## config.mk

```make
export PLATFORM = sky130hd
export DESIGN_NAME = branch_predictor
export DESIGN_NICKNAME = d
export VERILOG_FILES = /design/src/rtl/bp_pkg.sv /design/src/rtl/sat_counter2.sv /design/src/rtl/branch_predictor.sv
export SDC_FILE = /design/constraint.sdc
export NUM_CORES = 1
export LEC_CHECK = 0
export CELL_PAD_IN_SITES_DETAIL_PLACEMENT = 1
export CELL_PAD_IN_SITES_GLOBAL_PLACEMENT = 1
export CORE_MARGIN = 2
export CORE_UTILIZATION = 35
export CTS_CLUSTER_SIZE = 25
export DETAILED_ROUTE_END_ITERATION = 16
export PLACE_DENSITY_LB_ADDON = 0.1
export SLEW_MARGIN = 25
export SYNTH_ARGS = -nofsm -noshare
export SYNTH_HDL_FRONTEND = slang
export SYNTH_SLANG_ARGS = --single-unit
```

## constraint.sdc

```tcl
create_clock -name clk -period 2.1 [get_ports clk]
set_clock_uncertainty 0.1 [all_clocks]
set_input_delay 0.42 -clock clk [delete_from_list [all_inputs] [get_ports clk]]
set_output_delay 0.42 -clock clk [all_outputs]
set_load 0.05 [all_outputs]
```

## src/rtl/bp_pkg.sv

```systemverilog
// Shared types and constants for the 2-bit bimodal branch predictor.
// Counter encodings and the in-flight slot bundle live here.
package bp_pkg;

    localparam logic [1:0] SNT = 2'b00;
    localparam logic [1:0] WNT = 2'b01;
    localparam logic [1:0] WT  = 2'b10;
    localparam logic [1:0] ST  = 2'b11;

    // Wide enough for any practical table; tops cast down to IDX_W.
    localparam int BP_IDX_MAX = 16;

    typedef struct packed {
        logic                  valid;
        logic                  pred;
        logic [31:0]           alt_pc;
        logic [BP_IDX_MAX-1:0] idx;
    } bp_slot_t;

endpackage

```

## src/rtl/sat_counter2.sv

```systemverilog
// Two-bit saturating up/down counter, one per predictor table entry.
// Resets to weak-not-taken.
module sat_counter2
    import bp_pkg::*;
(
    input  logic       clk,
    input  logic       rst_n,
    input  logic       en,
    input  logic       inc,
    input  logic       dec,
    output logic [1:0] state
);

    always_ff @(posedge clk or negedge rst_n) begin
        if (!rst_n) begin
            state <= WNT;
        end else if (en) begin
            if (inc && state != ST) begin
                state <= state + 2'd1;
            end else if (dec && state != SNT) begin
                state <= state - 2'd1;
            end
        end
    end

endmodule

```

## src/rtl/branch_predictor.sv

```systemverilog
// Bimodal predictor: IF lookup, ID/EX tracking slots, EX-side
// misprediction detection and counter training.
module branch_predictor
    import bp_pkg::*;
#(
    parameter int ENTRIES = 8,
    parameter int IDX_W   = 3
) (
    input  logic        clk,
    input  logic        rst_n,
    input  logic        stall_i,
    input  logic        flush_i,
    input  logic        IF_branch_i,
    input  logic [31:0] IF_pc_i,
    input  logic [31:0] IF_pc_imm_i,
    input  logic [31:0] IF_pc_plus_i,
    input  logic        EX_taken_i,
    output logic        branch_o,
    output logic        miss_o,
    output logic [31:0] PC_branch_o
);

    logic [1:0]       cnt [ENTRIES];
    logic [IDX_W-1:0] if_idx;
    bp_slot_t         if_slot;
    bp_slot_t         id_q;
    bp_slot_t         ex_q;
    logic             upd;
    logic             kill;
    logic             unused_pc;

    assign if_idx    = IF_pc_i[IDX_W+1:2];
    assign unused_pc = ^{IF_pc_i[31:IDX_W+2], IF_pc_i[1:0]};

    assign branch_o = IF_branch_i & cnt[if_idx][1];

    // alt_pc is where to go if this prediction turns out wrong.
    always_comb begin
        if_slot        = '0;
        if_slot.valid  = IF_branch_i;
        if_slot.pred   = branch_o;
        if_slot.alt_pc = branch_o ? IF_pc_plus_i : IF_pc_imm_i;
        if_slot.idx    = BP_IDX_MAX'(if_idx);
    end

    assign miss_o      = ex_q.valid & (ex_q.pred != EX_taken_i);
    assign PC_branch_o = ex_q.valid ? ex_q.alt_pc : 32'd0;
    assign upd         = !stall_i && ex_q.valid;
    assign kill        = miss_o | flush_i;

    always_ff @(posedge clk or negedge rst_n) begin
        if (!rst_n) begin
            id_q <= '0;
            ex_q <= '0;
        end else if (!stall_i) begin
            id_q <= if_slot;
            ex_q <= id_q;
            if (kill) begin
                id_q.valid <= 1'b0;
                ex_q.valid <= 1'b0;
            end
        end
    end

    // Training is independent of kill, so a flushed miss still learns.
    for (genvar i = 0; i < ENTRIES; i++) begin : g_cnt
        sat_counter2 u_cnt (
            .clk   (clk),
            .rst_n (rst_n),
            .en    (upd && ex_q.idx == BP_IDX_MAX'(i)),
            .inc   (EX_taken_i),
            .dec   (!EX_taken_i),
            .state (cnt[i])
        );
    end

endmodule
```

==> reports/metrics.yaml, run 1 <==
multi_input_area_um2: 2110
wl_um: 13300
cts_tree: "done"
cp-end-kind: "primary output"
synth_cells: 427
layout-drive-gt1-share: 0.263
row_count: 41
setup-violations-final: 1
outcome: "finished with violations"
worstSetupStartpointType: "register"
die_area_um2: 13800
numCtsBuffers: 9
dpl_worst_slack_ns: -0.452
start_util: 0.358
syn_area_um2: 4520
final-hold-violation-count: 0
syn_to_final_growth_pct: 45.9
place.gp.congestion: 0.761
clock_sinks: 90
cts_max_level: 3
yosysTopAreaCell: "dfrtp_1"
fmax_mhz: 458
crit_required_ns: 1.58
switching_power_uw: 1270
fin_util: 0.523
crit_chain: "mux4_2 -> nor2b_4 -> nor3_4 -> buf_6"
yosys-top-cells-area: "dfrtp_1, mux2_2, a41oi_1"
leakage_uw: 0.00258
firstDrtPassIters: 4
rr_worst_depth: 7
worst_ep_arrival_time_ns: 1.67
drtAntennaViolNets: 0
path_clk_slew_ns: 0.06
synthFlopType: "dfrtp_1"
core_um2: 12600
worstPathMaxFanout: 3
worst-path-stages: 4
syn_nets: 529
grt_pass1_wl_um: 21900
finalNetCount: 641
io_pins: 136
sw_frac_of_total: 0.270
tightest_slew_ns: 0.522
ys_types: 34
seq_area_um2: 2260
io_buffers: 106
synth_most_common_cell: "dfrtp_1"
clockPowerShare: 0.353
ys_seq_elements: 90
violations: "negative setup slack"
die_w_um: 118
async_flop_share: 1.00
fillers: 1347
path_delay_family: "multiplexers"
dp_hpwl_um: 8890
grt-ovfl-total: 0
clockRootBuffer: "clkbuf_16"
p_int_uw: 3430
rsz0062_at_grt: "true"
vias: 3836
grt_max_degree: 109
worstPathBufferInverterCount: 1
drtIter0Drc: 117
min_path_cells: 1
drc_errors: 0
syn_area_per_cell_um2: 10.6
max_slew_margin: 0.652
antenna_found_initial: 0
antennaDiodeCount: 0
peakVddDrop_v: 0.000345
synthTopCellsByCount: "dfrtp_1, a21oi_1, mux2_2"
post-route-min-period_ns: 2.19
worstSkewPairLatency_ns: 0.34
placedCellCount: 691
max_stage_delay_ns: 0.54
layoutNonFillerInstCount: 716
fp.dieH_um: 118
worst_slack_ns: -0.0856
grt_pass1_vias: 4128
slowest_stage: "mux4_2"
fin_crit_sh: 1.04
post_drt_wl_per_cell_um: 18.6
synth_edf_count: 0
hold_class: "register to register"
combPwrFrac: 0.213
maxCapViolations: 0
yosysSeqAreaShare: 0.501
synth_warnings: 0
groute.usage.overall: 0.198
worstSetupPathType: "register to primary output"
slew_violations: 0
clk_path_buf_depth: 2
powerDensity_nw_per_um2: 712
pwr-share-seq: 0.434
synth_top_area_frac: 0.454
routed_via_density: 5.36
[path summary, 6_finish.rpt]
| kind | startpoint | to | slack, ns |
|---|---|---|---|
| max reg2reg | g_cnt[5].u_cnt.state[1]$_DFFE_PN0P_ | id_q[45]$_DFFE_PN0N_ | 0.05 |
| max | g_cnt[5].u_cnt.state[1]$_DFFE_PN0P_ | branch_o | -0.09 |
| max in group asynchronous | rst_n | ex_q[48]$_DFFE_PN0N_ | 0.76 |
| min in group asynchronous | rst_n | g_cnt[1].u_cnt.state[1]$_DFFE_PN0P_ | 0.51 |
| min reg2reg | ex_q[23]$_DFFE_PN0N_ | ex_q[23]$_DFFE_PN0N_ | 0.40 |
| min | ex_q[23]$_DFFE_PN0N_ | ex_q[23]$_DFFE_PN0N_ | 0.40 |
[per-stage QoR]
step	area, um2	setup TNS, ns	hold slack (ns)	total power (uW)
2_1_floorplan	4530	0	0.0244	2550
3_3_place_gp	6210	-12.94	0.331	3030
3_5_place_dp	6210	-14.55	0.333	3060
4_1_cts	6560	-0.119	0.401	4750
5_1_grt	6600	-0.139	0.416	4920
6_report	6600	-0.0856	0.400	4700
[final cells by class]
type / count / area share
Clock inverter: 4 / 0.00759
Clock buffer: 12 / 0.0389
Multi-Input combinational cell: 293 / 0.320
Inverter: 4 / 0.00228
Timing Repair Buffer: 141 / 0.256
Tap cell: 172 / 0.0326
Sequential cell: 90 / 0.343
[timing repair]
action / in CTS / in global routing
hold buffers: 1 / 0
setup buffers: 4 / 4
gates resized for setup: 5 / 4
pin swaps: 2 / 2
endpoints found under the hold margin: 28 / 0
setup endpoints to repair: 34 / 6
[cells in the final DEF, fill, tap and decap left out, types with 4 or more instances in the layout]
master,count
dfrtp_1,82
nand3_1,4
a41oi_1,32
nor2b_1,32
o221a_2,4
mux2_2,41
buf_6,4
dfstp_2,8
buf_12,35
inv_1,4
clkbuf_16,9
nor2_1,16
clkdlybuf4s50_1,67
o31ai_1,32
buf_4,31
a21oi_1,54
and2_1,33
o21ai_0,5
nand2_1,8
nor3_1,5
[power groups by stage]
stage / clock [uW] / combinational [uW] / sequential [uW]
4_1_cts: 1710 / 1000 / 2040
3_3_place_gp: 0 / 972 / 2060
3_5_place_dp: 0 / 992 / 2070
5_1_grt: 1780 / 1080 / 2070
6_report: 1660 / 1000 / 2040
2_1_floorplan: 0 / 523 / 2030
[per-layer routing]
metal  GRT usage  share of wire
met1       0.257           0.46
met2       0.334           0.48
met3      0.0349          0.040
met4      0.0648          0.015
met5           0              0
[registers in the layout, summed over array words and instances (netlist names)]
register / count
g_cnt.u_cnt.state: 16
id_q: 37
ex_q: 37
[kinds of logic after synthesis]
group | share of synthesized area
AO/OA/AOI/OAI | 0.206
buffers and inverters | 0.0385
multiplexers | 0.112
AND/OR/NAND/NOR | 0.141
flip-flops | 0.501
XOR/XNOR | 0.00194
No activity file was read; power rests on OpenSTA's default activity.
==> run 2: changes to the inputs <==
- CORE_UTILIZATION: 35 -> 36
==> run 2 against run 1 <==
  * The flow still finishes with violations (negative setup slack)
  * Wire length increased by 1.9%
  * Final cell count down 0.14%
  * Sequential share of layout area about the same
  * Die area is 2.7% lower
  * Sequential cell count unchanged
  * Global-route usage grew 1.6 points
==> reports/metrics.yaml, run 2 (same netlist as run 1, synthesis figures left out) <==
hold_class: "register to register"
grt-ovfl-total: 0
syn_to_final_growth_pct: 46.1
fin_crit_sh: 1.03
io_buffers: 106
worstPathMaxFanout: 2
firstDrtPassIters: 4
worstSetupPathType: "register to primary output"
outcome: "finished with violations"
place.gp.congestion: 0.796
row_count: 40
numCtsBuffers: 9
final_common_cell: "dfrtp_1"
fin_worst_hold_slack_ns: 0.398
grt_pass1_wl_um: 22100
worstSetupStartpointType: "register"
groute.usage.overall: 0.213
die_area_um2: 13500
wl_um: 13600
cts_tree: "done"
dp_hpwl_um: 9240
tns_ns: -0.0559
crit_required_ns: 1.58
peakVddDrop_v: 0.000511
top_regs: "ex_q (37), id_q (37), g_cnt.u_cnt.state (16)"
placedCellCount: 689
clockRootBuffer: "clkbuf_16"
worst_slack_ns: -0.0559
path_clk_slew_ns: 0.06
pwr-share-seq: 0.449
leakage_uw: 0.00260
io_pins: 136
combPwrFrac: 0.221
grt_pass1_vias: 4253
max_slew_margin: 0.582
setup-violations-final: 1
switching_power_uw: 1270
drc_errors: 0
worstSkewPairLatency_ns: 0.34
drtAntennaViolNets: 0
clock_sinks: 90
post-route-min-period_ns: 2.16
worst_ep_arrival_time_ns: 1.64
layoutNonFillerInstCount: 715
p_int_uw: 3280
routed_via_density: 5.44
start_util: 0.373
slew_violations: 0
finalNetCount: 644
antennaDiodeCount: 0
fmax_mhz: 464
die_w_um: 116
grt_max_degree: 61
antenna_found_initial: 0
maxCapViolations: 0
powerDensity_nw_per_um2: 688
final-hold-violation-count: 0
power_uw: 4550
post_drt_wl_per_cell_um: 19.0
clk_path_buf_depth: 2
tightest_slew_ns: 0.628
violations: "negative setup slack"
drtIter0Drc: 140
sw_frac_of_total: 0.279
rsz0062_at_grt: "true"
fp.dieH_um: 116
cp-end-kind: "primary output"
core_um2: 12100
layout-drive-gt1-share: 0.265
clockPowerShare: 0.330
fin_util: 0.545
final_cell_mix: "dfrtp_1, clkdlybuf4s50_1, a21oi_1"
vias: 3890
cts_max_level: 3
run 2: changes by cell type in the layout (fill, tap and decap cells not counted), moves of 2 or more:
cell | before | now
buf_6 | 4 | 1
buf_12 | 35 | 37
clkbuf_1 | 1 | 3
clkinvlp_4 | 2 | 0
buf_4 | 31 | 34
clkinv_2 | 1 | 3
run 2: layer usage:
metal / track usage / share of wire / routed length, um / up-vias
met2: 0.363 / 0.50 / 6830 / 113
met1: 0.266 / 0.43 / 5780 / 1955
li1: - / - / - / 1804
met4: 0.0810 / 0.018 / 251 / 0
met3: 0.0486 / 0.052 / 706 / 18
met5: 0 / 0 / 0 / -
run 2: worst max-delay path: stages (launching register included):
cell     delay, ns
dfrtp_1       0.41
mux4_2        0.52
nor2b_4       0.16
nor3_4        0.05
buf_6         0.16
run 2: timing repair:
action                                 4_1_cts  5_1_grt
setup endpoints to repair                   33       28
buffers inserted                             9        0
hold buffers                                 1        0
gates resized for setup                      8        3
pin swaps                                    2        1
endpoints found under the hold margin       23        0
run 2: worst paths after layout:
| check | slack, ns | depth (start not counted) | startpoint | endpoint |
|---|---|---|---|---|
| max | -0.06 | 4 | g_cnt[1].u_cnt.state[1]$_DFFE_PN0P_ | branch_o |
| min | 0.40 | 1 | ex_q[16]$_DFFE_PN0N_ | ex_q[16]$_DFFE_PN0N_ |
| max reg2reg | 0.13 | 7 | g_cnt[1].u_cnt.state[1]$_DFFE_PN0P_ | id_q[46]$_DFFE_PN0N_ |
| min reg2reg | 0.40 | 1 | ex_q[16]$_DFFE_PN0N_ | ex_q[16]$_DFFE_PN0N_ |
| max in group asynchronous | 0.88 | 3 | rst_n | g_cnt[3].u_cnt.state[0]$_DFFE_PN1P_ |
| min in group asynchronous | 0.45 | 2 | rst_n | g_cnt[2].u_cnt.state[1]$_DFFE_PN0P_ |
run 2: area by class of cell:
| type | instances | area [um2] |
|---|---|---|
| Clock inverter | 3 | 15.0 |
| Timing Repair Buffer | 144 | 1730 |
| Clock buffer | 13 | 250 |
| Multi-Input combinational cell | 293 | 2120 |
| Tap cell | 168 | 210 |
| Inverter | 4 | 15.0 |
| Fill cell | 1316 | 5510 |
| Sequential cell | 90 | 2260 |
run 2: stage by stage:
stage | instance area (um2) | setup WS, ns
floorplan | 4530 | 0.169
global placement | 6240 | -0.446
detailed placement | 6240 | -0.527
CTS | 6590 | -0.0734
global route | 6600 | -0.115
finish | 6600 | -0.0559
run 2: power groups by stage:
| stage | registers, uW | logic, uW | clock network, uW |
|---|---|---|---|
| 6_report | 2040 | 1000 | 1500 |
| 5_1_grt | 2070 | 1080 | 1600 |
| 4_1_cts | 2040 | 1020 | 1540 |
| 3_5_place_dp | 2070 | 1010 | 0 |
| 3_3_place_gp | 2060 | 981 | 0 |
| 2_1_floorplan | 2030 | 523 | 0 |
